<file path="config.mk">
export PLATFORM = sky130hd
export DESIGN_NAME = pipeline_memp_stage8
export DESIGN_NICKNAME = d
export VERILOG_FILES = /design/src/rtl/pipeline_memp_stage8.sv
export SDC_FILE = /design/constraint.sdc
export NUM_CORES = 1
export LEC_CHECK = 0
export ABC_AREA = 1
export BUFFER_PORTS_ARGS = -buffer_cell sky130_fd_sc_hd__buf_4
export CORE_AREA = 2 2 242 244
export DETAILED_ROUTE_END_ITERATION = 8
export DIE_AREA = 0 0 244 246
export SETUP_SLACK_MARGIN = 0.02
export SYNTH_ARGS = -nofsm -noshare
export SYNTH_HDL_FRONTEND = slang
export SYNTH_SLANG_ARGS = --single-unit
</file>
<file path="constraint.sdc">
create_clock -name clk -period 1.63 [get_ports clk]
set_input_delay 0.163 -clock clk [delete_from_list [all_inputs] [get_ports clk]]
set_output_delay 0.163 -clock clk [all_outputs]
set_load 0.01 [all_outputs]
</file>
<file path="src/rtl/pipeline_memp_stage8.sv">
// ---------------------------------------------------------------------------
// pipeline_memp_stage8 -- memory-prepare stage (stage 8 of 9)
//
// Purpose:
//   This stage decodes the effective address into DRAM space or system-bus
//   space. It builds byte enables and lane-replicated store data, and runs
//   the DRAM request/acknowledge handshake. While a DRAM request is
//   outstanding it raises memp_busy to stall the upstream stages.
//   Pass-through control and data are registered for stage 9 (_MEMP).
//
// Optional feature (macro MEMP_MISALIGN_TRAP_EN):
//   When the macro is defined, a misaligned access raises misalign_MEMP.
//   That access issues no DRAM request and no bus strobe, and it does not
//   write a register. When the macro is undefined, the low address bits are
//   ignored and the access is treated as aligned down.
//
// Ports:
//   clk, reset (asynchronous, active-low)
//   stall, flush          : downstream hold / squash of the capture
//   *_EX                  : instruction fields from the execute stage
//   dram_*                : DRAM request channel (dram_ack is an input)
//   sys_bus_*             : system-bus strobe, address, data and mask
//   memp_busy             : upstream stall while a DRAM request is pending
//   *_MEMP                : registered fields for stage 9
//   misalign_MEMP         : misalignment trap flag (macro builds only)
// ---------------------------------------------------------------------------
module pipeline_memp_stage8 #(
   parameter logic [63:0] DRAM_BASE = 64'h0000_0000_8000_0000,
   parameter logic [63:0] DRAM_SIZE = 64'h0000_0000_0800_0000
) (
   input  logic        clk,
   input  logic        reset,
   input  logic        stall,
   input  logic        flush,
   input  logic        valid_EX,
   input  logic [63:0] pc_EX,
   input  logic [63:0] alu_result_EX,
   input  logic [63:0] store_data_EX,
   input  logic        mem_rd_EX,
   input  logic        mem_wr_EX,
   input  logic [1:0]  mem_size_EX,
   input  logic [1:0]  rf_wr_sel_EX,
   input  logic        rf_wr_en_EX,
   input  logic [4:0]  rd_EX,
   output logic        dram_req,
   output logic        dram_we,
   output logic [63:0] dram_addr,
   output logic [63:0] dram_wdata,
   output logic [7:0]  dram_wmask,
   input  logic        dram_ack,
   output logic        sys_bus_we,
   output logic [63:0] sys_bus_addr,
   output logic [63:0] sys_bus_din,
   output logic [7:0]  sys_bus_wmask,
   output logic        memp_busy,
   output logic        is_dram_MEMP,
   output logic [63:0] pc_MEMP,
   output logic [1:0]  rf_wr_sel_MEMP,
   output logic        rf_wr_en_MEMP,
   output logic [63:0] alu_result_MEMP,
`ifdef MEMP_MISALIGN_TRAP_EN
   output logic        misalign_MEMP,
`endif
   output logic [4:0]  rd_MEMP
);

   localparam logic [63:0] DRAM_END = DRAM_BASE + DRAM_SIZE;

   typedef enum logic {IDLE, REQ} state_t;
   state_t state_reg, state_next;

   logic [2:0]  a;
   logic        capture;
   logic        in_dram;
   logic        is_mem;
   logic        live;
   logic        misaligned;
   logic        mis_trap;
   logic        access_ok;
   logic        dram_go;
   logic        sys_access;
   logic        sys_store;
   logic [7:0]  mask_c;
   logic [63:0] lane_data;

   assign a         = alu_result_EX[2:0];
   assign capture   = (state_reg == IDLE) && !stall;
   assign in_dram   = (alu_result_EX >= DRAM_BASE) && (alu_result_EX < DRAM_END);
   assign is_mem    = mem_rd_EX | mem_wr_EX;
   assign live      = valid_EX & ~flush;

`ifdef MEMP_MISALIGN_TRAP_EN
   always_comb begin
      misaligned = 1'b0;
      case (mem_size_EX)
         2'b01:   misaligned = a[0];
         2'b10:   misaligned = |a[1:0];
         2'b11:   misaligned = |a;
         default: misaligned = 1'b0;
      endcase
   end
`else
   assign misaligned = 1'b0;
`endif

   assign mis_trap   = live & is_mem & misaligned;
   assign access_ok  = live & is_mem & ~misaligned;
   assign dram_go    = capture & access_ok & in_dram;
   assign sys_access = capture & access_ok & ~in_dram;
   assign sys_store  = sys_access & mem_wr_EX;

   // The byte enables select the lanes that the access covers. The shift
   // amounts drop the address bits below the access size, so the access is
   // aligned down.
   always_comb begin
      mask_c = 8'h00;
      case (mem_size_EX)
         2'b00: mask_c = 8'b0000_0001 << a;
         2'b01: mask_c = 8'b0000_0011 << {a[2:1], 1'b0};
         2'b10: mask_c = 8'b0000_1111 << {a[2], 2'b00};
         2'b11: mask_c = 8'hFF;
      endcase
   end

   // Each byte lane takes the store-data byte that sits at the same offset
   // within its naturally aligned container. This replicates the low
   // 8/16/32/64 bits across the full doubleword.
   generate
      for (genvar gi = 0; gi < 8; gi++) begin : g_lane
         always_comb begin
            lane_data[gi*8 +: 8] = store_data_EX[7:0];
            case (mem_size_EX)
               2'b00: lane_data[gi*8 +: 8] = store_data_EX[7:0];
               2'b01: lane_data[gi*8 +: 8] = store_data_EX[(gi % 2)*8 +: 8];
               2'b10: lane_data[gi*8 +: 8] = store_data_EX[(gi % 4)*8 +: 8];
               2'b11: lane_data[gi*8 +: 8] = store_data_EX[gi*8 +: 8];
            endcase
         end
      end
   endgenerate

   // FSM: state register
   always_ff @(posedge clk or negedge reset) begin
      if (!reset) state_reg <= IDLE;
      else        state_reg <= state_next;
   end

   // FSM: next state and busy
   always_comb begin
      state_next = state_reg;
      memp_busy  = 1'b0;
      case (state_reg)
         IDLE: if (dram_go) state_next = REQ;
         REQ: begin
            memp_busy = 1'b1;
            if (dram_ack) state_next = IDLE;
         end
         default: state_next = IDLE;
      endcase
   end

   always_ff @(posedge clk or negedge reset) begin
      if (!reset) begin
         dram_req        <= 1'b0;
         dram_we         <= 1'b0;
         dram_addr       <= '0;
         dram_wdata      <= '0;
         dram_wmask      <= '0;
         sys_bus_we      <= 1'b0;
         sys_bus_addr    <= '0;
         sys_bus_din     <= '0;
         sys_bus_wmask   <= '0;
         is_dram_MEMP    <= 1'b0;
         pc_MEMP         <= '0;
         rf_wr_sel_MEMP  <= '0;
         rf_wr_en_MEMP   <= 1'b0;
         alu_result_MEMP <= '0;
         rd_MEMP         <= '0;
`ifdef MEMP_MISALIGN_TRAP_EN
         misalign_MEMP   <= 1'b0;
`endif
      end else begin
         // The strobe is asserted only in the cycle that follows a capture.
         sys_bus_we <= sys_store;

         if (capture) begin
            pc_MEMP         <= pc_EX;
            rf_wr_sel_MEMP  <= rf_wr_sel_EX;
            alu_result_MEMP <= alu_result_EX;
            rd_MEMP         <= rd_EX;
            rf_wr_en_MEMP   <= rf_wr_en_EX & live & ~mis_trap;
            is_dram_MEMP    <= access_ok & in_dram;
`ifdef MEMP_MISALIGN_TRAP_EN
            misalign_MEMP   <= mis_trap;
`endif
         end

         // The payload is written only when a request starts, so it stays
         // stable for the whole REQ period.
         if (dram_go) begin
            dram_req   <= 1'b1;
            dram_we    <= mem_wr_EX;
            dram_addr  <= {alu_result_EX[63:3], 3'b000};
            dram_wdata <= lane_data;
            dram_wmask <= mask_c;
         end else if (state_reg == REQ && dram_ack) begin
            dram_req   <= 1'b0;
         end

         if (sys_access) begin
            sys_bus_addr  <= alu_result_EX;
            sys_bus_din   <= lane_data;
            sys_bus_wmask <= mask_c;
         end
      end
   end

endmodule

</file>
* After elaboration in Yosys (flattened, before gate mapping)
Cells that the tools add are included.
** Operators by class
- Order comparisons :: 2
- Eq/ne operators :: 3
- Multiplexer cells :: 15
- Reduce and logical (&&, ||, !) cells :: 12
- Shifts and indexed selects :: 3
- Bitwise gates (word level) :: 12
** Operators with widths (number)
- $pmux W8 S3 :: 3
- $ge A64 B32 Y1 const B :: 1
- $lt A64 B32 Y1 const B :: 1
- $pmux W8 S4 :: 2
- $pmux W8 S2 :: 3
- $and A1 B1 Y1 :: 8
- $mux W8 :: 1
- $shl A1 B3 Y8 const A :: 1
- $shl A2 B3 Y8 const A :: 1
- $shl A4 B3 Y8 const A :: 1
- $reduce_or A2 Y1 :: 3
- $reduce_or A3 Y1 :: 2
- $mux W1 :: 5
- $eq A2 B2 Y1 const B :: 2
- $reduce_or A4 Y1 :: 1
- $logic_and A1 B1 Y1 :: 3
- $not A1 Y1 :: 3
- $eq A2 B1 Y1 const B :: 1
- $logic_not A2 Y1 :: 1
- $pmux W1 S2 :: 1
- $reduce_bool A2 Y1 :: 1
- $logic_not A1 Y1 :: 1
- $or A1 B1 Y1 :: 1
** Word-level totals
- Output and inout bits :: 413
- Bits of input ports :: 210
- Logic and storage cells :: 63
- Register bits after elaboration :: 410

* Logic depth before layout (Yosys ltp)
- Depth after elaboration :: 7
- Depth in mapped cells :: 11
- Depth with buffers taken out :: 9

* Worst setup path before layout
No wires, ideal clock.
- Path type :: register to register
- Start point :: reg state_reg
- End point :: reg sys_bus_din[10]
- Buffers on the path :: 2
- Path slack :: 20 ps
- Setup time :: 117 ps
- Arrival :: 1493 ps
- Data required time :: 1513 ps
- Stages on the path, launching flop included :: 10
- Clock period less this slack :: 1610 ps
- Cell sequence :: dfrtp_1 > nor2_4 > nand2_1 > nor2_4 > inv_2 > o21bai_1 > buf_2 > buf_2 > nand2_1 > nand2_1
** On the way
- Word-level cells in the longest chain between the ends :: 4
** Ends and longest elaborated chain
- start: declaration :: line 70 : state_t state_reg, state_next;
- start signal: assignment :: line 145 : else state_reg <= state_next;
- $not A1 Y1
- $logic_and A1 B1 Y1 :: line 87 : assign capture = (state_reg == IDLE) && !stall;
- $and A1 B1 Y1 (2 in series) :: line 109 : assign sys_access = capture & access_ok & ~in_dram;
- end signal: assignment :: line 212 : sys_bus_din <= lane_data;
- end: declaration :: line 53 : output logic [63:0] sys_bus_din,
No other way between the ends.
A chain may end at the register's enable or synchronous reset.

* Final worst setup path
- Start point :: reg state_reg
- End point :: reg dram_wdata[32]
** On the way
- Word-level cells in the longest chain between the ends :: 4
** Ends and longest elaborated chain
- $not A1 Y1
- $logic_and A1 B1 Y1 :: line 87
- $and A1 B1 Y1 (2 in series) :: line 108 : assign dram_go = capture & access_ok & in_dram;
- end signal: assignment :: line 204 : dram_wdata <= lane_data;
- end: declaration :: line 48 : output logic [63:0] dram_wdata,
No other way between the ends.

==> out/metrics.cfg <==
[status]
status=complete, but fails checks
violations=negative setup slack

[power_and_ir_drop]
total_power_mw=28.4
seqPwrFrac_pct=41.9
power.share.combinational_pct=19.7
vdd_drop_max_v=0.000848
p_int_mw=20.4
switching_share_pct=28.1
leakagePower_nw=14.4
p_switching_mw=7.99
powerDensity_nw_per_um2=1030
clkPwrFrac_pct=38.4

[synthesis]
synth_cell_type_count=22
seq_area_frac_synth_pct=60.6
synth_edf_count=0
ys_warn_count=0
synth.avg_cell_area_um2=9.71
synthCells=1744
synthTopCellsByArea=dfrtp_1, nand2_1, mux2_2
muxShareOfSynthArea_pct=8.65
syn_area_um2=16900
synth-seq-cells=410
synth_simple_gate_area_share_pct=24.9
synthFlopType=dfrtp_1
synthAdderAreaFrac_pct=0.296
synth_top_area_cell=dfrtp_1
synth-compound-area-share_pct=1.11
synth_top_area_share_pct=60.6
synth_top_family_by_area=simple AND/OR/NAND/NOR gates
synth_xor_area_share_pct=0
ys_async_sr_fraction_pct=100

[die]
top_level_ports=623
die_w_um=244
core_area_um2=57400
start_util_pct=29.5
rows=88
die_h_um=246
die-area_um2=60000

[routing]
wl_per_cell_um=22.3
via_per_inst=4.83
routed_wirelength_um=76300
ant_nets=0
firstDrtPassIters=5
vias=16516
drt_iter0_markers=1124
drc=0

[global_routing]
antenna_found_initial=2
grt_remaining_overflow=0
track_usage_pct=23.7
grt_max_degree=68
grt_pass1_wl_um=108000
grt_pass1_vias=17020

[clock_network]
htreeDepth=2
cts_root_buf=clkbuf_16
cts.sinks=410
cts_tree=done
clk_latency_ns=0.58
path_clk_slew_ns=0.06
cts_buffers=47
clockBufferDepth=3

[finish]
area_growth_pct=63.0
finalInstanceArea_um2=27600
drive_gt1_share_pct=40.2
nNetsFinal=2833
utilization_pct=48.1
fillers=5239
fin_cells=3420

[sta]
final.setup.tns_ns=-4.05
skew_ns=0.00912
finalWorstSetupSlack_ns=-0.0542
worstMarginPinSlew_ns=0.647
period_needed_ns=1.68
finalMaxSlewViolations=0
setup_violations=190
max_slew_margin_pct=56.9
fin_crit_sh_pct=103
hold_viol=0
rsz0062_at_grt=yes
max_freq_mhz=594

[setup_path]
worstSetupStartpointType=flop
cp.arrival_ns=2.15
crit_required_ns=2.10
critPathCaptureType=flop
crit_type=reg2reg
crit_fanout=13

[placed_design]
dpl_cell_area_um2=23600
portBuffers=619
gp_congestion=0.842
dp.cells=3148
dp_hpwl_um=52900

[hold_path]
worst_hold_path_type=in2reg

[flow_run]
maxCapViolCount=0

-- cell families after synthesis --
group / count (synthesis)
flops: 410
compound gates: 37
simple gates: 987
buf+inv: 175
other cells: 1
mux: 130
fa+ha+maj: 4
-- stage by stage --
step	hold WS (ns)	worst slack, ns
3_3_place_gp	0.0567	-0.306
4_1_cts	0.00310	-0.0703
5_1_grt	0.0438	-0.139
3_5_place_dp	0.0593	-0.338
6_report	0.0287	-0.0542
2_1_floorplan	-0.133	0.0201
-- metal layers --
metal	wire length, um	GRT usage (%)	up-vias
met5	13	0	-
met4	3120	9.06	2
met3	6070	5.69	144
met2	38400	41.3	754
met1	28600	28.1	8160
li1	-	-	7456
-- cell type report --
cell class	count	area (um^2)	share of cell area, %
timing repair buffer	945	8360	30.3
antenna	1	2.50	0.00907
multi-input combinational	1161	6230	22.6
clock buffer	66	1370	4.97
inverter	54	218	0.789
sequential	410	10300	37.2
tap	765	957	3.47
clock inverter	18	190	0.689
-- cell usage after synthesis (2+ instances only) --
cell type    n
dfrtp_1    410
a21oi_1      7
nor2_4       2
buf_1       16
inv_1       50
mux2_2     130
inv_2        4
clkbuf_1    33
ha_1         4
nor2_1      68
o21ai_0     29
nand3_1    170
buf_4        4
nand4_1     97
buf_2       68
nand2_1    646
-- placed cells by master (no fill, tap or decap), types with 50 or more instances in the layout --
| cell type | Yosys | layout |
|---|---|---|
| buf_4 | 4 | 715 |
| clkbuf_16 | 0 | 60 |
| dfrtp_1 | 410 | 410 |
| dlygate4sd3_1 | 0 | 165 |
| inv_1 | 50 | 50 |
| mux2_2 | 130 | 130 |
| nand2_1 | 646 | 577 |
| nand3_1 | 170 | 170 |
| nand4_1 | 97 | 97 |
| nor2_1 | 68 | 65 |
-- repair_timing --
item / 4_1_cts / 5_1_grt
pin swaps: 0 / 2
resized for setup: 2 / 106
hold buffers: 165 / 0
endpoints found under the setup margin: 312 / 337
gates cloned: 2 / 17
hold endpoints to repair: 552 / 0
buffers inserted: 1 / 2
-- worst max-delay path, cell delays in order, from the launching register on --
cell,delay [ns]
dfrtp_1,0.41
nor2_4,0.15
nand2_2,0.10
nor2_4,0.18
buf_12,0.14
nand3_4,0.07
buf_12,0.18
clkbuf_16,0.21
nand2_1,0.07
nand2_1,0.05
-- power groups by stage --
stage                     Combinational (mW)  Sequential [mW]  Clock (mW)
final                                   5.60             11.9        10.9
after global routing                    5.99             12.0        11.5
after CTS                               5.49             11.8        11.2
after detailed placement                5.13             12.0           0
after global placement                  5.06             11.9           0
after floorplan                         1.28             12.4           0
-- final timing paths --
path | startpoint | endpoint | slack [ns] | cells after the start
setup / recovery | state_reg | dram_wdata[32] | -0.05 | 9
hold / removal | store_data_EX[22] | dram_wdata[22] | 0.03 | 5
setup reg to reg | state_reg | dram_wdata[32] | -0.05 | 9
hold reg to reg | sys_bus_wmask[5] | sys_bus_wmask[5] | 0.47 | 2
max in group asynchronous | reset | pc_MEMP[1] | 0.85 | 4
min in group asynchronous | reset | dram_addr[59] | 0.05 | 2
(Power assumes the default switching activity.)
